## src/rtl/systolic_skew_feeder_pkg.sv

```systemverilog
// rtl/systolic_skew_feeder_pkg.sv - shared FSM encoding and default widths for the skew feeder
package systolic_skew_feeder_pkg;

    localparam int ROW_NUM_DEFAULT          = 16;
    localparam int INPUT_DATA_WIDTH_DEFAULT = 8;
    localparam int K_WIDTH_DEFAULT          = 8;

    typedef enum logic [1:0] {
        ST_IDLE  = 2'd0,
        ST_FEED  = 2'd1,
        ST_DRAIN = 2'd2
    } feeder_state_t;

    // Drain counter must hold ROW_NUM-1; keep at least one bit for a single-row array.
    function automatic int drain_width(input int rows);
        return (rows > 1) ? $clog2(rows) : 1;
    endfunction

endpackage

```

## src/rtl/systolic_skew_feeder_delay_line.sv

```systemverilog
// rtl/systolic_skew_feeder_delay_line.sv - fixed-depth register chain carrying {enable, data} per row
module skew_delay_line
    import systolic_skew_feeder_pkg::*;
#(
    parameter int DEPTH = 1,
    parameter int WIDTH = INPUT_DATA_WIDTH_DEFAULT
) (
    input  logic             clk,
    input  logic             rstn,
    input  logic             in_enable,
    input  logic [WIDTH-1:0] in_data,
    output logic             out_enable,
    output logic [WIDTH-1:0] out_data
);

    logic [WIDTH:0] stage [DEPTH];

    always_ff @(posedge clk or negedge rstn) begin
        if (!rstn) begin
            for (int i = 0; i < DEPTH; i++) begin
                stage[i] <= '0;
            end
        end else begin
            stage[0] <= {in_enable, in_data};
            for (int i = 1; i < DEPTH; i++) begin
                stage[i] <= stage[i-1];
            end
        end
    end

    assign out_enable = stage[DEPTH-1][WIDTH];
    assign out_data   = stage[DEPTH-1][WIDTH-1:0];

endmodule

```

## src/rtl/systolic_skew_feeder.sv

```systemverilog
// rtl/systolic_skew_feeder.sv - feeds activation vectors into a systolic array with per-row skew
module systolic_skew_feeder
    import systolic_skew_feeder_pkg::*;
#(
    parameter int ROW_NUM          = ROW_NUM_DEFAULT,
    parameter int INPUT_DATA_WIDTH = INPUT_DATA_WIDTH_DEFAULT,
    parameter int K_WIDTH          = K_WIDTH_DEFAULT
) (
    input  logic                                clk,
    input  logic                                rstn,
    input  logic                                start,
    input  logic [K_WIDTH-1:0]                  k_len,
    input  logic                                in_valid,
    output logic                                in_ready,
    input  logic [ROW_NUM*INPUT_DATA_WIDTH-1:0] in_vec,
    output logic [ROW_NUM*INPUT_DATA_WIDTH-1:0] out_a_bus,
    output logic [ROW_NUM-1:0]                  out_enable,
    output logic                                busy,
    output logic                                done
);

    localparam int W  = INPUT_DATA_WIDTH;
    localparam int DW = drain_width(ROW_NUM);

    feeder_state_t      state;
    logic [K_WIDTH-1:0] acc_cnt;
    logic [DW-1:0]      drain_cnt;
    logic               accept;

    assign accept = in_valid & in_ready;

    // done is raised one edge early so it lines up with the last element leaving row ROW_NUM-1.
    always_ff @(posedge clk or negedge rstn) begin
        if (!rstn) begin
            state     <= ST_IDLE;
            acc_cnt   <= '0;
            drain_cnt <= '0;
            in_ready  <= 1'b0;
            busy      <= 1'b0;
            done      <= 1'b0;
        end else begin
            done <= 1'b0;
            case (state)
                ST_IDLE: begin
                    if (start && (k_len != '0)) begin
                        state    <= ST_FEED;
                        acc_cnt  <= k_len;
                        in_ready <= 1'b1;
                        busy     <= 1'b1;
                    end
                end
                ST_FEED: begin
                    if (accept) begin
                        acc_cnt <= acc_cnt - 1'b1;
                        if (acc_cnt == K_WIDTH'(1)) begin
                            state     <= ST_DRAIN;
                            drain_cnt <= DW'(ROW_NUM - 1);
                            in_ready  <= 1'b0;
                            done      <= (ROW_NUM == 1);
                        end
                    end
                end
                ST_DRAIN: begin
                    if (drain_cnt == '0) begin
                        state <= ST_IDLE;
                        busy  <= 1'b0;
                    end else begin
                        drain_cnt <= drain_cnt - 1'b1;
                        done      <= (drain_cnt == DW'(1));
                    end
                end
                default: begin
                    state    <= ST_IDLE;
                    in_ready <= 1'b0;
                    busy     <= 1'b0;
                end
            endcase
        end
    end

    for (genvar r = 0; r < ROW_NUM; r++) begin : g_row
        logic         row_en;
        logic [W-1:0] row_data;

        skew_delay_line #(
            .DEPTH (r + 1),
            .WIDTH (W)
        ) u_line (
            .clk        (clk),
            .rstn       (rstn),
            .in_enable  (accept),
            .in_data    (accept ? in_vec[r*W +: W] : '0),
            .out_enable (row_en),
            .out_data   (row_data)
        );

        assign out_enable[r]       = row_en;
        assign out_a_bus[r*W +: W] = row_en ? row_data : '0;
    end

endmodule
```

## config.mk

```make
export PLATFORM = sky130hd
export DESIGN_NAME = systolic_skew_feeder
export DESIGN_NICKNAME = d
export VERILOG_FILES = /design/src/rtl/systolic_skew_feeder_pkg.sv /design/src/rtl/systolic_skew_feeder_delay_line.sv /design/src/rtl/systolic_skew_feeder.sv
export SDC_FILE = /design/constraint.sdc
export NUM_CORES = 1
export LEC_CHECK = 0
export CORE_AREA = 2 2 322 324
export CTS_BUF_LIST = sky130_fd_sc_hd__clkbuf_4
export DETAILED_ROUTE_END_ITERATION = 10
export DIE_AREA = 0 0 324 326
export DONT_BUFFER_PORTS = 1
export HOLD_SLACK_MARGIN = 0.03
export PLACE_DENSITY_LB_ADDON = 0.25
export SLEW_MARGIN = 15
export SYNTH_ARGS = -nofsm -noshare
export SYNTH_HDL_FRONTEND = slang
export SYNTH_SLANG_ARGS = --single-unit
```

## constraint.sdc

```tcl
create_clock -name clk -period 2.11 [get_ports clk]
set_clock_uncertainty 0.1 [all_clocks]
set_input_delay 0.3165 -clock clk [delete_from_list [all_inputs] [get_ports clk]]
set_output_delay 0.3165 -clock clk [all_outputs]
set_load 0.02 [all_outputs]
```

### Word level (Yosys, flattened, before mapping)

Index checks and enable logic that the tools add are counted.

| cells by class | value |
|---|---|
| equality and inequality tests | 9 |
| reductions and logical operators | 11 |
| bitwise gates (word level) | 3 |
| mux-type cells | 52 |
| add/sub/neg operators | 2 |

Operators by type and width:

| operator | count |
|---|---|
| two-way mux 8 bit | 34 |
| one-hot mux 8 bit (2 select lines) | 1 |
| two-way mux 4 bit | 3 |
| AND reduction 4 bit | 3 |
| inequality test 2 bit, second input constant | 5 |
| == test 8 x 1 -> 1 bit, second input constant | 1 |
| two-way mux 2 bit | 4 |
| one-hot mux 4 bit (2 select lines) | 1 |
| nonzero test 8 bit | 1 |
| subtractor 8 x 1 -> 8 bit, second input constant | 1 |
| two-way mux 1 bit | 6 |
| one-hot mux 1 bit (3 select lines) | 2 |
| one-hot mux 2 bit (3 select lines) | 1 |
| AND reduction 3 bit | 2 |
| == test 4 x 1 -> 1 bit, second input constant | 1 |
| zero test 4 bit | 1 |
| nonzero test 2 bit | 2 |
| subtractor 4 x 1 -> 4 bit, second input constant | 1 |
| == test 2 x 1 -> 1 bit, second input constant | 1 |
| == test 2 bit, second input constant | 1 |
| zero test 2 bit | 1 |
| NOT 1 bit | 2 |
| AND 1 bit | 1 |
| logical AND 1 bit | 1 |

| word-level totals | value |
|---|---|
| flip-flop bits (word level) | 1241 |
| word-level logic and storage cells | 219 |

### Longest topological paths before layout

Gate-level depths: netlist of run 1.

| depth | value |
|---|---|
| depth in word-level cells | 4 |
| gate-level depth with buffers | 6 |

### By module

Synthesis of run 1 repeated with hierarchy kept, for this count alone.

| unflattened totals | value |
|---|---|
| cells, all modules | 1759 |
| area total of the unflattened synthesis | 34436.8 sq um |

By module, submodules not included:

| module | area an instance (sq um) | instances | cells an instance |
|---|---|---|---|
| skew_delay_line at g_row[15].u_line | 3663.5 | 1 | 152 |
| skew_delay_line at g_row[14].u_line | 3438.3 | 1 | 143 |
| skew_delay_line at g_row[13].u_line | 3213.1 | 1 | 134 |
| skew_delay_line at g_row[12].u_line | 2987.9 | 1 | 125 |
| systolic_skew_feeder | 2906.5 | 1 | 415 |
| skew_delay_line at g_row[11].u_line | 2762.6 | 1 | 116 |
| skew_delay_line at g_row[10].u_line | 2537.4 | 1 | 107 |
| skew_delay_line at g_row[9].u_line | 2312.2 | 1 | 98 |
| skew_delay_line at g_row[8].u_line | 2087.0 | 1 | 89 |
| skew_delay_line at g_row[7].u_line | 1861.8 | 1 | 80 |
| skew_delay_line at g_row[6].u_line | 1636.6 | 1 | 71 |
| skew_delay_line at g_row[5].u_line | 1411.4 | 1 | 62 |
| skew_delay_line at g_row[4].u_line | 1186.1 | 1 | 53 |
| skew_delay_line at g_row[3].u_line | 960.9 | 1 | 44 |
| +3 rows | - | - | - |

### Least setup slack after synthesis of run 1

No wires, ideal clock.

| path | value |
|---|---|
| path type | reg2reg |
| start | register acc_cnt[0] |
| end | register acc_cnt[6] |
| clock period less this slack | 1.906 ns |
| setup time | 0.130 ns |
| cell stages (with the launch flop) | 7 |
| path slack | 0.204 ns |
| buffers on the path | 0 |
| arrival time | 1.677 ns |
| path through | dfrtp_1 -> inv_1 -> ha_1 -> or3b_4 -> or3_1 -> a221oi_2 -> o22ai_1 |

| on the way | value |
|---|---|
| longest elaborated chain between the ends | 3 |

RTL lines:

| element | RTL line | text |
|---|---|---|
| from (decl) | systolic_skew_feeder.sv:26 | `logic [K_WIDTH-1:0] acc_cnt;` |
| from (signal assigned) | systolic_skew_feeder.sv:47 | `acc_cnt <= k_len;` |
| from (signal assigned) | systolic_skew_feeder.sv:54 | `acc_cnt <= acc_cnt - 1'b1;` |
| subtractor 8 x 1 -> 8 bit | systolic_skew_feeder.sv:54 |  |
| two-way mux 8 bit | systolic_skew_feeder.sv:53 | `if (accept) begin` |
| one-hot mux 8 bit (2 select lines) | systolic_skew_feeder.sv:43 | `case (state)` |

Every way passes these cells. The select of a mux whose other input is x is not followed.
A chain may end at the register's enable or synchronous reset.

==> impl_summary.txt, run 1 <==
----------------------------------------------------
[Run status]
  Status ... complete, but fails checks
  Failing checks ... hold timing, setup timing

[Cells and area]
  Layout Nets ... 2243
  Layout overhead on the synthesized area ... 29.2%
  Core utilization of the finished layout ... 38.4%
  Ratio of cells with drive above 1 in the final layout ... 28.4%
  Area of all placed cells without fillers ... 39400 µm²

[Synth]
  Count of flip-flops with a built-in enable after synthesis ... 0
  Synth Cell Area ... 30500 µm²
  Synth async-reset ratio ... 100%
  Number of synthesized register bits ... 1121
  Mean area per synthesized cell ... 20.1 µm²
  Net count after synthesis ... 1664
  Number of standard cells after synthesis ... 1520
  Syn. warnings ... 0
  Top FF cell, synth ... sky130_fd_sc_hd__dfrtp_1
  Post-synth cell types ... 39
  Sequential area share after synthesis ... 91.9%

[Routing]
  Number of vias in the routed layout ... 14000
  Average detailed-routed wire length per instance ... 15.2 µm
  Number of design-rule violations left by the first detailed-router iteration ... 833
  Number of routed nets with antenna violations ... 0
  First-pass iteration count of the detailed router ... 6
  DRC violations left ... 0
  Routed via count divided by cell count ... 3.82
  Routed wire length ... 55800 µm

[STA]
  WHS ... -1.13 ns
  Clock period minus worst slack ... 2.31 ns
  Setup repair after global routing missed its margin ... true
  Final clock period utilization by the worst path ... 109%
  Final hold viol count ... 262
  Sum of negative setup slack ... -15.10 ns
  Number of max-slew violations in the final report ... 0
  Least-Margin Pin Slew ... 0.808 ns
  Highest clock rate ... 433 MHz
  Normalized max-slew margin ... 46.1%
  Final-report setup violation count ... 131
  PnR worst setup slack ... -0.199 ns

[Clock network]
  Later-pin clock latency in the skew report ... 1.07 ns
  Total number of clock tree sinks ... 1121
  CTS HTree Levels ... 5
  Clock edge transition at the registers on the reported setup and hold paths ... 0.07 ns
  Clock tree from TritonCTS ... done
  Root Buffer Master ... sky130_fd_sc_hd__clkbuf_4
  Maximum root-to-sink buffer count ... 4
  Number of buffers added by the clock tree synthesis step ... 309

[Placed design]
  Port Buffer Count ... 0
  Final GP Congestion ... 0.794
  DP Area ... 32100 µm²
  Pre-CTS setup slack ... 0.0431 ns
  HPWL after DPL ... 25000 µm

[Setup path]
  Path depth of the worst reg2reg path ... 4
  Reg-to-Reg Start ... state[1]$_DFFE_PN0P_
  CP cell instances ... and2_2
  Worst Path Arrival ... 1.89 ns
  Crit path max-delay family ... flip-flops
  Crit path largest cell delay ... 0.56 ns
  Critical Path Source Type ... flip-flop
  FF-to-FF setup slack ... 0.01 ns
  Total buffers and inverters traversed by the critical path ... 0
  Required time at the endpoint of the critical path ... 1.69 ns
  Category of the critical setup timing path ... reg2out
  Highest net fanout along the worst path ... 10
  FF-to-FF End ... acc_cnt[3]$_DFFE_PN0P_
  Critical Path End Type ... output pin
  Slowest cell on crit path ... sky130_fd_sc_hd__dfrtp_2

[Floorplanning]
  Core Footprint ... 103000 µm²
  Number of placement rows ... 118
  Effective utilization at floorplan ... 29.7%
  Overall die area ... 106000 µm²
  Die Y ... 326 µm
  Width of the die ... 324 µm
  Ports ... 287

[Global route]
  Total global-route track usage ... 10.8%
  Via count of the first global-routing pass ... 16300
  Pin count of the biggest net entering global routing ... 1122
  Global-route wire length before repair ... 87700 µm
  Met3 Resource Use GR ... 4.42%
  Routing usage on met2 ... 16.1%
  Initial antenna violation count ... 11
  Met1 track utilization from global routing ... 12.9%
  Grt ovf ... 0
  Busiest layer in global routing ... met2

[Pwr]
  IR drop worst, VDD ... 0.500 mV
  Leakage power ... 19.6 nW
  Pwr per Cell Area ... 1160 nW/µm²

[Hold path]
  Hold WC Path Type ... in2async

[Flow run]
  Reported max-cap violation count ... 0

----------------------------------------------------
placed cells by master (no fill, tap or decap), types with 4 or more instances in the layout:
cell / n
sky130_fd_sc_hd__dfrtp_1: 1103
sky130_fd_sc_hd__buf_16: 9
sky130_fd_sc_hd__and2_4: 62
sky130_fd_sc_hd__and3_1: 130
sky130_fd_sc_hd__o22ai_1: 6
sky130_fd_sc_hd__bufinv_16: 4
sky130_fd_sc_hd__clkbuf_4: 434
sky130_fd_sc_hd__bufbuf_16: 4
sky130_fd_sc_hd__clkinv_2: 8
sky130_fd_sc_hd__clkinv_1: 45
sky130_fd_sc_hd__a21oi_1: 10
sky130_fd_sc_hd__nand2_1: 7
sky130_fd_sc_hd__and2_2: 67
sky130_fd_sc_hd__dfrtp_2: 17
sky130_fd_sc_hd__clkbuf_16: 5
sky130_fd_sc_hd__inv_1: 9
sky130_fd_sc_hd__nor2_1: 7
sky130_fd_sc_hd__diode_2: 4
sky130_fd_sc_hd__nor3_1: 5
sky130_fd_sc_hd__inv_2: 9
sky130_fd_sc_hd__buf_4: 9
sky130_fd_sc_hd__dlygate4sd3_1: 282
sky130_fd_sc_hd__buf_6: 5
power by group:
| part | internal (mW) | switching (mW) |
|---|---|---|
| combinational | 1.36 | 1.75 |
| sequential | 23.8 | 0.963 |
| clock | 9.86 | 8.11 |
| total | 35.0 | 10.8 |
area by class of cell:
class	instances	area [µm²]
Antenna cell	4	10.0
Tap cell	1380	1730
Multi-Input combinational cell	339	2430
Clock buffer	434	3260
Fill cell	9344	63200
Inverter	11	41.3
Timing Repair Buffer	317	3500
Clock inverter	66	372
Sequential cell	1121	28100
cell usage after synthesis (2+ instances only):
| cell | number | share of area, % |
|---|---|---|
| sky130_fd_sc_hd__a211oi_1 | 4 | 0.098 |
| sky130_fd_sc_hd__nor3_1 | 5 | 0.082 |
| sky130_fd_sc_hd__inv_1 | 10 | 0.12 |
| sky130_fd_sc_hd__o21ai_0 | 2 | 0.033 |
| sky130_fd_sc_hd__nor2_1 | 7 | 0.086 |
| sky130_fd_sc_hd__o22ai_1 | 6 | 0.12 |
| sky130_fd_sc_hd__nand2_1 | 8 | 0.098 |
| sky130_fd_sc_hd__and2_1 | 129 | 2.6 |
| sky130_fd_sc_hd__buf_2 | 4 | 0.066 |
| sky130_fd_sc_hd__mux2i_1 | 3 | 0.098 |
| sky130_fd_sc_hd__ha_1 | 4 | 0.16 |
| sky130_fd_sc_hd__o21ai_1 | 3 | 0.049 |
| sky130_fd_sc_hd__a21oi_1 | 10 | 0.16 |
| sky130_fd_sc_hd__dfrtp_1 | 1121 | 92 |
| sky130_fd_sc_hd__o2bb2ai_1 | 2 | 0.057 |
| sky130_fd_sc_hd__a2bb2oi_1 | 3 | 0.086 |
| sky130_fd_sc_hd__clkbuf_1 | 29 | 0.36 |
| sky130_fd_sc_hd__buf_4 | 16 | 0.39 |
| sky130_fd_sc_hd__nor4_1 | 4 | 0.082 |
| sky130_fd_sc_hd__a221oi_1 | 2 | 0.057 |
| sky130_fd_sc_hd__and3_1 | 130 | 2.7 |
cell families after synthesis:
family	count (synthesis)	share of synthesized area, %
buf+inv	60	0.951
xor+xnor	1	0.0287
fa+ha+maj	4	0.164
simple gates	290	5.84
compound gates	41	0.980
flops	1121	91.9
mux	3	0.0984
worst max-delay path by stage:
stage                                               start                      to  slack (ns)  cells after the start
global placement                   acc_cnt[1]$_DFFE_PN0P_  acc_cnt[6]$_DFFE_PN0P_        0.11                      6
global route        g_row[12].u_line.out_enable$_DFF_PN0_           out_a_bus[96]       -0.38                      1
floorplan                          acc_cnt[0]$_DFFE_PN0P_  acc_cnt[6]$_DFFE_PN0P_        0.20                      6
detailed placement                 acc_cnt[1]$_DFFE_PN0P_  acc_cnt[6]$_DFFE_PN0P_        0.04                      6
CTS                 g_row[12].u_line.out_enable$_DFF_PN0_           out_a_bus[96]       -0.40                      1
finish               g_row[10].u_line.stage[80]$_DFF_PN0_           out_a_bus[19]       -0.20                      1
state kept, by name, summed over array words and instances, names as in the netlist:
signal and cells:
g_row.u_line.stage 978, g_row.u_line.out_data 120, acc_cnt 8, g_row.u_line.out_enable 6, drain_cnt 4, state 2, busy 1, done 1
in_ready 1
stage by stage:
step,power (mW),std cells,hold slack (ns)
final,45.9,3672,-1.13
after global routing,48.7,3672,-1.31
after CTS,46.3,3648,-1.33
after detailed placement,26.7,2858,-0.0497
after global placement,26.5,2858,-0.0507
after floorplan,26.0,1520,-0.0791
per-layer routing:
metal,vias up,wire [µm]
met5,-,13
met4,2,2130
met3,181,4260
met2,563,27000
met1,7056,22500
li1,6216,-
repair_timing:
item,4_1_cts,5_1_grt
setup endpoints to repair,146,573
gates cloned,4,5
gates resized for setup,196,31
endpoints found under the hold margin,1266,343
buffers inserted,8,3
hold buffers,278,6
pin swaps,1,16
Power figures use the tool's default switching activity.
==> inputs of run 2 (changes only) <==
--- a/config.mk
+++ b/config.mk
@@ -5,13 +5,12 @@
 export SDC_FILE = /design/constraint.sdc
 export NUM_CORES = 1
 export LEC_CHECK = 0
-export CORE_AREA = 2 2 322 324
+export CORE_AREA = 2 2 415 253
 export CTS_BUF_LIST = sky130_fd_sc_hd__clkbuf_4
 export DETAILED_ROUTE_END_ITERATION = 10
-export DIE_AREA = 0 0 324 326
+export DIE_AREA = 0 0 417 255
 export DONT_BUFFER_PORTS = 1
 export HOLD_SLACK_MARGIN = 0.03
-export PLACE_DENSITY_LB_ADDON = 0.25
 export SLEW_MARGIN = 15
 export SYNTH_ARGS = -nofsm -noshare
 export SYNTH_HDL_FRONTEND = slang
==> run 2 against run 1 <==
Die area increased by 0.67%. Final cell count decreased by 1.7%. Combinational power decreased by 2%. The run still ends with hold timing, setup timing left. Routed wire length decreased by 2.7%. Sequential share of layout area increased by 0.92 points.
==> impl_summary.txt, run 2 (synthesis results as in run 1) <==
----------------------------------------------------
[Run status]
  Status ... complete, but fails checks
  Failing checks ... hold timing, setup timing

[Placed design]
  Port Buffer Count ... 0 (unchanged)
  Final GP Congestion ... 0.739 (-6.9%)
  HPWL after DPL ... 25500 µm (+2.2%)
  DP Area ... 32000 µm² (about the same)
  # placed instances ... 2842 (-0.56%)

[Global route]
  Global-route wire length before repair ... 85000 µm (-3.0%)
  Total global-route track usage ... 10.4% (-0.41 points)
  Pin count of the biggest net entering global routing ... 1122 (unchanged)
  Initial antenna violation count ... 2 (-9)
  Grt ovf ... 0 (unchanged)
  Via count of the first global-routing pass ... 15900 (-2.0%)

[Clock network]
  Maximum root-to-sink buffer count ... 4 (unchanged)
  Clock tree from TritonCTS ... done
  Root Buffer Master ... sky130_fd_sc_hd__clkbuf_4
  CTS HTree Levels ... 5 (unchanged)
  Number of buffers added by the clock tree synthesis step ... 279 (-9.7%)
  Clock edge transition at the registers on the reported setup and hold paths ... 0.07 ns (about the same)
  CTS hold repair buffers ... 278 (unchanged)
  Total number of clock tree sinks ... 1121 (unchanged)
  Later-pin clock latency in the skew report ... 1.19 ns (+0.12 ns)

[Routing]
  Routed wire length ... 54400 µm (-2.7%)
  Routed via count divided by cell count ... 3.92 (+2.6%)
  Number of design-rule violations left by the first detailed-router iteration ... 737 (-12%)
  DRC violations left ... 0 (unchanged)
  Number of vias in the routed layout ... 14100 (+0.88%)
  Number of routed nets with antenna violations ... 0 (unchanged)
  Average detailed-routed wire length per instance ... 15.1 µm (-0.96%)
  First-pass iteration count of the detailed router ... 4 (-2)

[Floorplanning]
  Overall die area ... 106000 µm² (+0.67%)
  Die Y ... 255 µm (-22%)
  Core Footprint ... 103000 µm² (+0.63%)
  Width of the die ... 417 µm (+29%)
  Ports ... 287 (unchanged)
  Effective utilization at floorplan ... 29.5% (-0.19 points)
  Number of placement rows ... 92 (-22%)

[Cells and area]
  Area of all placed cells without fillers ... 38900 µm² (-1.3%)
  Final Instance Count excl. Fillers ... 3609 (-1.7%)
  Layout overhead on the synthesized area ... 27.6%
  Largest register FFs ... 978 (unchanged)
  Leading cell type in the layout, fill and taps excluded ... sky130_fd_sc_hd__dfrtp_1
  Largest Register ... g_row.u_line.stage
  Most frequent cells in the layout ... 1099 x sky130_fd_sc_hd__dfrtp_1, 390 x sky130_fd_sc_hd__clkbuf_4, 276 x sky130_fd_sc_hd__dlygate4sd3_1
  Layout filler cell count ... 9337 (-0.075%)
  Layout Nets ... 2213 (-1.3%)
  Ratio of cells with drive above 1 in the final layout ... 27.6% (-0.82 points)

[STA]
  Final hold viol count ... 581 (+120%)
  Least-Margin Pin Slew ... 0.878 ns (+0.0696 ns)
  PnR worst setup slack ... -0.323 ns (-0.124 ns)
  Normalized max-slew margin ... 41.5% (-4.6 points)
  Number of max-slew violations in the final report ... 0 (unchanged)
  Final clock period utilization by the worst path ... 115% (+5.9 points)
  WHS ... -1.22 ns (-0.0843 ns)
  Setup repair after global routing missed its margin ... true
  Clock period minus worst slack ... 2.43 ns (+0.124 ns)
  Final-report setup violation count ... 133 (+1.5%)
  Sum of negative setup slack ... -26.94 ns (-11.83 ns)
  Highest clock rate ... 411 MHz (-5.1%)

[Setup path]
  FF-to-FF setup slack ... 0.02 ns (about the same)
  Required time at the endpoint of the critical path ... 1.69 ns (about the same)
  Reg-to-Reg Start ... acc_cnt[1]$_DFFE_PN0P_
  Critical Path End Type ... output pin
  Crit path max-delay family ... flip-flops
  Path depth of the worst reg2reg path ... 6 (+2)
  Category of the critical setup timing path ... reg2out
  Slowest cell on crit path ... sky130_fd_sc_hd__dfrtp_2
  FF-to-FF End ... acc_cnt[4]$_DFFE_PN0P_
  CP cell instances ... buf_6 -> and2_4
  Critical Path Source Type ... flip-flop
  Worst Path Arrival ... 2.02 ns (+0.13 ns)
  Crit path largest cell delay ... 0.52 ns (-0.04 ns)
  Total buffers and inverters traversed by the critical path ... 1 (+1)
  Highest net fanout along the worst path ... 7 (-3)

[Pwr]
  IR drop worst, VDD ... 0.606 mV (+21%)
  Leakage power ... 19.3 nW (-1.5%)
  Pwr per Cell Area ... 1150 nW/µm² (-1.4%)

[Hold path]
  Hold WC Path Type ... in2async

[Flow run]
  Reported max-cap violation count ... 0 (unchanged)

----------------------------------------------------
[run 2: how the worst max path moves through the flow]
stage                     slack, ns  depth (start not counted)                endpoint                                   from
final                         -0.32                          2           out_a_bus[33]   g_row[10].u_line.stage[62]$_DFF_PN0_
after floorplan                0.20                          6  acc_cnt[6]$_DFFE_PN0P_                 acc_cnt[0]$_DFFE_PN0P_
after detailed placement      -0.07                          6  acc_cnt[6]$_DFFE_PN0P_                 acc_cnt[0]$_DFFE_PN0P_
after global routing          -0.54                          3           out_a_bus[65]   g_row[10].u_line.stage[26]$_DFF_PN0_
after global placement         0.12                          6  acc_cnt[6]$_DFFE_PN0P_                 acc_cnt[0]$_DFFE_PN0P_
after CTS                     -0.54                          1          out_a_bus[101]  g_row[12].u_line.out_enable$_DFF_PN0_
[run 2: cell type report]
cell class                      count  area [µm²]  area share [%]
Sequential cell                  1121       28100            72.2
Timing Repair Buffer              317        3330            8.57
Clock buffer                      390        2930            7.52
Multi-Input combinational cell    339        2500            6.42
Tap cell                         1363        1710            4.38
Clock inverter                     58         305           0.784
Inverter                           11        41.3           0.106
Antenna cell                       10        25.0          0.0643
[run 2: worst reg2reg max path, cell delays in order (launching register included)]
cell                        delay, ns
sky130_fd_sc_hd__dfrtp_1         0.40
sky130_fd_sc_hd__inv_2           0.10
sky130_fd_sc_hd__ha_4            0.15
sky130_fd_sc_hd__or3b_4          0.38
sky130_fd_sc_hd__buf_4           0.17
sky130_fd_sc_hd__a221oi_1        0.52
sky130_fd_sc_hd__a2bb2oi_1       0.20
[run 2: metal layers]
metal  wire, µm  vias up  share of wire [%]  global-route usage [%]
met1      21200     7268                 39                    11.9
met2      26900      532                 50                    16.0
li1           -     6133                  -                       -
met3       3980      209                7.3                    4.58
met4       2230        0                4.1                    6.55
met5          0        -                  0                       0
[run 2: through the flow]
stage               power [mW]  util, %  setup slack, ns
floorplan                 26.0        -            0.204
global placement          26.5     31.0            0.120
finish                    44.6     37.7           -0.323
detailed placement        26.7     31.0          -0.0721
CTS                       44.8     37.3           -0.538
global route              47.4     37.7           -0.537
[run 2: power by group]
group          switching [mW]  total, mW  leakage (nW)  internal (mW)
sequential              0.985       24.8          14.4           23.8
combinational            1.75       3.06          2.94           1.31
clock                    7.96       16.8          1.97           8.84
[run 2: repair_timing]
action                                 in CTS  in global routing
buffers inserted                           16                  8
gates resized for setup                   240                 41
pin swaps                                   9                 31
cloned                                      0                  2
setup endpoints to repair                 148                347
endpoints found under the hold margin    1266                581
==> inputs of run 3 (changes only) <==
--- a/config.mk
+++ b/config.mk
@@ -10,6 +10,7 @@
 export DETAILED_ROUTE_END_ITERATION = 10
 export DIE_AREA = 0 0 417 255
 export DONT_BUFFER_PORTS = 1
+export GPL_TIMING_DRIVEN = 0
 export HOLD_SLACK_MARGIN = 0.03
 export SLEW_MARGIN = 15
 export SYNTH_ARGS = -nofsm -noshare
==> run 3 against run 2 <==
The flow still finishes with violations (hold timing, setup timing). Count of clock-buffer cells in the layout grew 13. Power up 2.3%. Register-to-register slack lost 0.03 ns. Flip-flop and latch count unchanged. Die area is the same. Fmax up 5.7%. Final cell count up 2.3%. Sequential power hardly changed. Worst setup slack gained 0.13 ns. Global-route usage is 0.71 points higher. Largest cell class unchanged.
==> impl_summary.txt, run 3 (synthesis results as in run 1) <==
----------------------------------------------------
[Routing]
  Routed via count divided by cell count ... 3.90 (-0.43%)
  First-pass iteration count of the detailed router ... 6 (+2)
  Number of vias in the routed layout ... 14400 (+1.9%)
  DRC violations left ... 0 (unchanged)
  Routed wire length ... 57400 µm (+5.5%)
  Average detailed-routed wire length per instance ... 15.5 µm (+3.1%)
  Number of routed nets with antenna violations ... 0 (unchanged)
  Number of design-rule violations left by the first detailed-router iteration ... 867 (+18%)

[STA]
  Normalized max-slew margin ... 6.81% (-35 points)
  Number of max-slew violations in the final report ... 0 (unchanged)
  Final-report setup violation count ... 143 (+7.5%)
  PnR worst setup slack ... -0.193 ns (+0.130 ns)
  Highest clock rate ... 434 MHz (+5.7%)
  Final clock period utilization by the worst path ... 109% (-6.2 points)
  Sum of negative setup slack ... -17.20 ns (+9.73 ns)
  Least-Margin Pin Slew ... 1.40 ns (+0.520 ns)
  Final hold viol count ... 564 (-2.9%)
  Setup repair after global routing missed its margin ... true
  Clock period minus worst slack ... 2.30 ns (-0.130 ns)
  WHS ... -1.19 ns (+0.0267 ns)

[Pwr]
  Combinational fraction of design power ... 7.8% (+0.9 points)
  Switching part of the total power ... 24.0% (+0.076 points)
  Leakage power ... 19.6 nW (+1.7%)
  IR drop worst, VDD ... 0.606 mV (about the same)
  Pwr per Cell Area ... 1160 nW/µm² (+0.78%)
  Fraction of power consumed by sequential logic ... 53.9% (-1.6 points)
  Internal Power ... 34.7 mW (+2.2%)
  Switching power of the nets ... 11.0 mW (+2.6%)
  Clock network fraction of total power ... 38.4% (+0.8 points)

[Cells and area]
  Layout filler cell count ... 9360 (+0.25%)
  Layout overhead on the synthesized area ... 29.5%
  Leading cell type in the layout, fill and taps excluded ... sky130_fd_sc_hd__dfrtp_1
  Layout Nets ... 2278 (+2.9%)
  Final Instance Count excl. Fillers ... 3693 (+2.3%)
  Largest register FFs ... 978 (unchanged)
  Ratio of cells with drive above 1 in the final layout ... 28.3% (+0.73 points)
  Largest Register ... g_row.u_line.stage
  Most frequent cells in the layout ... 1101 x sky130_fd_sc_hd__dfrtp_1, 404 x sky130_fd_sc_hd__clkbuf_4, 277 x sky130_fd_sc_hd__dlygate4sd3_1

[Clock network]
  CTS hold repair buffers ... 278 (unchanged)
  Root Buffer Master ... sky130_fd_sc_hd__clkbuf_4
  Number of buffers added by the clock tree synthesis step ... 282 (+1.1%)
  Total number of clock tree sinks ... 1121 (unchanged)
  Clock edge transition at the registers on the reported setup and hold paths ... 0.08 ns (about the same)
  CTS HTree Levels ... 5 (unchanged)
  Later-pin clock latency in the skew report ... 1.14 ns (-0.05 ns)
  Clock tree from TritonCTS ... done
  Maximum root-to-sink buffer count ... 4 (unchanged)

[Global route]
  Global-route wire length before repair ... 89300 µm (+5.1%)
  Grt ovf ... 0 (unchanged)
  Via count of the first global-routing pass ... 16300 (+2.3%)
  Total global-route track usage ... 11.1% (+0.71 points)
  Initial antenna violation count ... 5 (+3)
  Pin count of the biggest net entering global routing ... 1122 (unchanged)

[Floorplanning]
  Ports ... 287 (unchanged)
  Width of the die ... 417 µm (unchanged)
  Die Y ... 255 µm (unchanged)
  Core Footprint ... 103000 µm² (unchanged)
  Overall die area ... 106000 µm² (unchanged)
  Effective utilization at floorplan ... 29.5% (unchanged)
  Number of placement rows ... 92 (unchanged)

[Setup path]
  Required time at the endpoint of the critical path ... 1.69 ns (about the same)
  Critical Path Source Type ... flip-flop
  Path depth of the worst reg2reg path ... 6 (unchanged)
  Highest net fanout along the worst path ... 5 (-2)
  Worst Path Arrival ... 1.89 ns (-0.13 ns)
  Critical Path End Type ... output pin
  Category of the critical setup timing path ... reg2out

[Placed design]
  # placed instances ... 2883 (+1.4%)
  Port Buffer Count ... 0 (unchanged)
  HPWL after DPL ... 28600 µm (+12%)
  Pre-CTS setup slack ... -0.225 ns (-0.153 ns)
  Final GP Congestion ... 0.838 (+13%)

[Run status]
  Failing checks ... hold timing, setup timing
  Status ... complete, but fails checks

[Hold path]
  Hold WC Path Type ... in2async

[Flow run]
  Reported max-cap violation count ... 0 (unchanged)

----------------------------------------------------
run 3: cell types whose count changed in the layout (fill, tap and decap cells not counted), moves of 13 or more:
cell	before	now
sky130_fd_sc_hd__clkbuf_1	0	25
sky130_fd_sc_hd__and2_2	32	3
sky130_fd_sc_hd__and2_4	96	125
sky130_fd_sc_hd__clkinv_1	37	50
sky130_fd_sc_hd__clkbuf_4	390	404
sky130_fd_sc_hd__buf_6	11	48
run 3: through the flow:
step | area (µm²) | utilization [%] | hold WS, ns | power (mW)
6_report | 39500 | 38.3 | -1.19 | 45.7
5_1_grt | 39500 | 38.3 | -1.42 | 48.3
4_1_cts | 39200 | 38.0 | -1.41 | 46.0
3_5_place_dp | 32200 | 31.2 | -0.0532 | 26.9
3_3_place_gp | 32200 | 31.2 | -0.0348 | 26.7
2_1_floorplan | 30500 | - | -0.0791 | 26.0
run 3: routing by layer:
| layer | global-route usage (%) | wire length (µm) | part of all wire [%] | vias to the layer above |
|---|---|---|---|---|
| met4 | 6.99 | 2660 | 4.6 | 0 |
| li1 | - | - | - | 6276 |
| met1 | 12.7 | 22400 | 39 | 7341 |
| met5 | 0 | 0 | 0 | - |
| met3 | 4.62 | 4140 | 7.2 | 221 |
| met2 | 17.4 | 28200 | 49 | 571 |
run 3: final timing paths:
check,startpoint,to,slack (ns)
min reg2reg,g_row[8].u_line.stage[78]$_DFF_PN0_,g_row[8].u_line.stage[69]$_DFF_PN0_,0.17
max reg2reg,acc_cnt[1]$_DFFE_PN0P_,acc_cnt[6]$_DFFE_PN0P_,-0.01
min,rstn,g_row[12].u_line.stage[9]$_DFF_PN0_,-1.19
max in group asynchronous,rstn,g_row[10].u_line.stage[80]$_DFF_PN0_,0.57
max,g_row[11].u_line.out_enable$_DFF_PN0_,out_a_bus[95],-0.19
min in group clk,g_row[8].u_line.stage[78]$_DFF_PN0_,g_row[8].u_line.stage[69]$_DFF_PN0_,0.17
run 3: timing repair:
action | 4_1_cts | 5_1_grt
endpoints found under the setup margin | 177 | 160
setup buffers | 39 | 9
resized for setup | 332 | 25
hold endpoints to repair | 1266 | 781
pin swaps | 4 | 6
run 3: power groups by stage:
stage | sequential (mW) | clock [mW] | combinational [mW]
after floorplan | 24.7 | 0 | 1.33
after global placement | 25.0 | 0 | 1.72
after detailed placement | 25.1 | 0 | 1.83
after CTS | 24.6 | 18.4 | 2.92
after global routing | 24.8 | 19.7 | 3.79
final | 24.6 | 17.5 | 3.54
run 3: layout make-up:
class / instances / area, µm² / area share, %
sequential: 1121 / 28100 / 71.1
timing repair buffer: 330 / 3410 / 8.63
clock buffer: 403 / 3030 / 7.66
multi-input combinational: 339 / 2500 / 6.34
tap: 1363 / 1710 / 4.32
clock inverter: 70 / 403 / 1.02
buffer: 49 / 327 / 0.827
inverter: 11 / 41.3 / 0.105
antenna: 7 / 17.5 / 0.0443
run 3: critical path: stages (launching register included):
cell	delay, ns
sky130_fd_sc_hd__dfrtp_2	0.43
sky130_fd_sc_hd__buf_6	0.15
sky130_fd_sc_hd__and2_4	0.16
==> RTL change 1 (flow settings as in run 2) <==
Re-encode `feeder_state_t` (3 states) as one-hot, 3 bits wide.
--- a/src/rtl/systolic_skew_feeder_pkg.sv
+++ b/src/rtl/systolic_skew_feeder_pkg.sv
@@ -7,6 +7,6 @@
 
-    typedef enum logic [1:0] {
-        ST_IDLE  = 2'd0,
-        ST_FEED  = 2'd1,
-        ST_DRAIN = 2'd2
+    typedef enum logic [2:0] {
+        ST_IDLE  = 3'b001,
+        ST_FEED  = 3'b010,
+        ST_DRAIN = 3'b100
     } feeder_state_t;
Behaviour: no difference found for any inputs over 4 cycles, from zero or initial values and one cycle with rstn low; so few cycles prove little.
==> RTL change 1 against run 2 <==
Setup slack worse by 0.0099 ns. Worst hold slack worse by 0.017 ns. First-iteration DRC count up 25%. Power up 4.2%. Sequential cell count up 1. The run still ends with negative hold slack, negative setup slack left. Die area unchanged. Area after synthesis about the same. Cell area up 0.60%. Register-to-register slack worse by 0.03 ns. Routed wire length up 5.1%. Via count about the same. Largest power group unchanged.
==> RTL change 1: results (changes against run 2) <==
status: complete, but fails checks
failing checks: negative hold slack, negative setup slack
share of cells above drive strength 1: 28.0% (+0.42 points)
Final setup viols: 134 (+0.75%)
Post-Synthesis Net Count: 1656 (-0.48%)
sequential element share of the synthesized area: 92.0% (about the same)
final net count: 2215 (+0.090%)
Leakage: 20.3 nW (+5.0%)
Post-DP Area: 32000 sq um (about the same)
Setup TNS: -27.36 ns (-0.426 ns)
largest cells by area after synthesis: dfrtp_1 92%, and2_1 2.7%, and3_1 2.6%, buf_4 0.39%, clkbuf_1 0.36%
initial antenna violation count: 7 (+5)
Mapped Cells: 1512 (-0.53%)
Placed Cells: 2837 (-0.18%)
CP Max Fanout: 7 (unchanged)
drt pass-1 iters: 8 (+4)
mux cell area share after synthesis: 0.0492% (-0.049 points)
worst reg-to-reg path cell count: 4 (-2)
r2r setup slk: -0.01 ns (-0.03 ns)
FF+latch area: 28100 sq um (about the same)
DR iter-0 viols: 921 (+25%)
Crit Reg-Reg Endpoint: acc_cnt[2]
Async S/R FF share, synth: 100% (unchanged)
fill count: 9310 (-0.29%)
RD Place Congestion: 0.776 (+4.9%)
detailed-route via count: 14200 (+0.057%)
Post-CTS Setup Inserts: 13 (-3)
Worst VDD drop: 563 uV (-7.1%)
Synth Area in XOR/XNOR: 0.0574% (+0.029 points)
hpwl dp: 25800 um (+1.2%)
synth cell count leaders: 1121 x dfrtp_1, 131 x and2_1, 129 x and3_1
crit path setup slack, layout: -0.333 ns (-0.00989 ns)
drt total wl: 57100 um (+5.1%)
Main synth FF type: dfrtp_1
adder-cell share of the synthesized area: 0.164% (about the same)
Max-Slew Margin vs Limit: 28.0% (-13 points)
largest net degree at the start of global routing: 1123 (+0.089%)
worst skew pair latency: 1.15 ns (-0.04 ns)
Hold Path Class: in -> async
area fraction in compound gates after synthesis: 0.853% (-0.13 points)
vias in the first global route: 16100 (+1.0%)
Hold Buf Count CTS: 281 (+1.1%)
Yosys cell types: 43 (+10%)
drt wl/cell: 15.9 um (+5.3%)
htree depth: 5 (unchanged)
DP Worst Slack: 0.0780 ns (+0.150 ns)
Final Hold Fails: 563 (-3.1%)
# resized after CTS: 231 (-3.8%)
Critical Path End: out_a_bus[54]
final hold slack: -1.23 ns (-0.0173 ns)
number of buffers added on ports: 0 (unchanged)
max reg flops: 978 (unchanged)
Worst Path Arrival: 2.03 ns
Total GRT Usage: 10.8% (+0.43 points)
largest register by flop count: g_row.u_line.stage
Reg clk slew, reported paths: 0.07 ns (about the same)
Critical Path Source: g_row[10].u_line.stage[44]
first-pass GRT wire length: 88200 um (+3.7%)
clock buffer count from CTS: 279 (unchanged)
worst r2r src: state[2]
## RTL change 1: area by class of cell
class | instances | share of cell area, %
diodes | 7 | 0.0447
clock buffers | 388 | 7.44
clock inverters | 53 | 0.994
inverters | 5 | 0.0479
multi-input cells | 339 | 6.49
flip-flops and latches | 1122 | 71.8
well taps | 1363 | 4.36
repair buffers | 324 | 8.86
## RTL change 1: power breakdown
| group | total, mW | internal (mW) | switching, mW |
|---|---|---|---|
| logic | 3.51 | 1.52 | 1.98 |
| clock network | 17.2 | 9.27 | 7.94 |
| registers | 25.8 | 24.5 | 1.33 |
## RTL change 1: layer usage
metal	GRT usage, %	part of all wire [%]
met5	0	0
met4	7.84	4.7
met3	5.16	7.6
met2	15.7	47
met1	12.6	41
## RTL change 1: worst max-delay path: stages (launching register included)
cell and delay [ns]:
dfrtp_2 0.53, buf_6 0.16, and2_4 0.17
==> RTL change 2 (settings of run 2) <==
Without the edit above. The package constant `K_WIDTH_DEFAULT` goes from 8 to 10.
--- a/src/rtl/systolic_skew_feeder_pkg.sv
+++ b/src/rtl/systolic_skew_feeder_pkg.sv
@@ -5,3 +5,3 @@
     localparam int INPUT_DATA_WIDTH_DEFAULT = 8;
-    localparam int K_WIDTH_DEFAULT          = 8;
+    localparam int K_WIDTH_DEFAULT          = 10;
 
Ports: changed (resized k_len); port bits go from 287 to 289. The function was not compared with the original's and may differ.
==> RTL change 2 against run 2 <==
The flow still finishes with violations (negative hold slack, negative setup slack). Cell area up 1.2%. Critical path type unchanged. Setup slack better by 0.080 ns. Count of clock-buffer cells in the layout up 16. Power down 3.9%. Sequential share of layout area down 0.72 points. Routed wire length up 5.4%. Area after synthesis up 0.59%. Sequential cell count up 2.
==> RTL change 2: results (changes against run 2) <==
final net count: 2225 (+0.54%)
Final setup viols: 340 (+160%)
clock buffer count from CTS: 278 (-0.36%)
Final Hold Fails: 178 (-69%)
Slew @ Worst Pin: 0.909 ns (+0.0315 ns)
drt total wl: 57300 um (+5.4%)
Post-DP Area: 32200 sq um (+0.62%)
Worst Path Arrival: 1.94 ns (-0.08 ns)
worst skew pair latency: 1.12 ns (-0.07 ns)
Yosys cell types: 50 (+28%)
adder-cell share of the synthesized area: 0.163% (-0.00097 points)
DP Worst Slack: 0.138 ns (+0.210 ns)
DR iter-0 viols: 800 (+8.5%)
# resized after CTS: 215 (-10%)
first-pass GRT wire length: 88100 um (+3.6%)
Hold Buf Count CTS: 281 (+1.1%)
largest cells by area after synthesis: dfrtp_1 92%, and3_1 2.6%, and2_1 2.6%, buf_4 0.44%, clkbuf_1 0.34%
net switching power: 9.87 mW (-7.8%)
status: complete, but fails checks
share of cells above drive strength 1: 28.5% (+0.90 points)
failing checks: negative hold slack, negative setup slack
Placed Cells: 2854 (+0.42%)
Final Non-Filler Cells: 3632 (+0.64%)
crit path setup slack, layout: -0.243 ns (+0.0798 ns)
Switching Fraction: 23.0% (-0.98 points)
Reg clk slew, reported paths: 0.09 ns (+0.02 ns)
final hold slack: -0.485 ns (+0.732 ns)
RD Place Congestion: 0.785 (+6.2%)
largest net degree at the start of global routing: 1124 (+0.18%)
Worst VDD drop: 558 uV (-7.9%)
Synth Area in XOR/XNOR: 0% (-0.029 points)
synth cell count leaders: 1123 x dfrtp_1, 130 x and3_1, 129 x and2_1
Total GRT Usage: 10.9% (+0.55 points)
mux cell area share after synthesis: 0.0326% (-0.066 points)
Post-CTS Setup Inserts: 8 (-8)
vias in the first global route: 16200 (+1.6%)
Setup TNS: -37.87 ns (-10.93 ns)
-- RTL change 2: cell count changes after synthesis, moves of 3 or more --
cell       change
a21oi_1        -6
buf_2          -3
nor4_1         -4
a211oi_1       -3
nor2_1         +3
a2bb2oi_1      +3
-- RTL change 2: kinds of logic after synthesis --
group,Yosys count
AND/OR/NAND/NOR,298
flip-flops,1123
multiplexers,1
buffers and inverters,56
AO/OA/AOI/OAI,48
adder cells (fa/ha/maj),4
-- RTL change 2: path summary, 6_finish.rpt --
path | to | cells past startpoint | from | slack [ns]
setup / recovery | out_a_bus[19] | 2 | g_row[10].u_line.stage[80] | -0.24
hold / removal | g_row[13].u_line.out_data[3] | 8 | rstn | -0.48
setup reg to reg | acc_cnt[6] | 5 | acc_cnt[1] | 0.02
hold reg to reg | g_row[11].u_line.stage[93] | 0 | g_row[11].u_line.stage[102] | 0.18
max in group asynchronous | busy | 11 | rstn | -0.18
min in group clk | g_row[11].u_line.stage[93] | 0 | g_row[11].u_line.stage[102] | 0.18
-- RTL change 2: final cells by class --
type | count | area (sq um)
fill | 9304 | 63900
tap | 1363 | 1710
sequential | 1123 | 28100
clock buffer | 406 | 3050
multi-input combinational | 351 | 2590
antenna | 12 | 30.0
inverter | 9 | 33.8
timing repair buffer | 316 | 3520
clock inverter | 52 | 319
-- RTL change 2: per-layer routing --
layer | global-route usage (%) | routed length [um]
met5 | 0 | 0
met4 | 6.82 | 2180
met3 | 4.46 | 3710
met2 | 17.6 | 29600
met1 | 12.2 | 21800
-- RTL change 2: worst max-delay path: stages (launching register included) --
cell	delay, ns
dfrtp_2	0.51
buf_6	0.16
and2_4	0.15
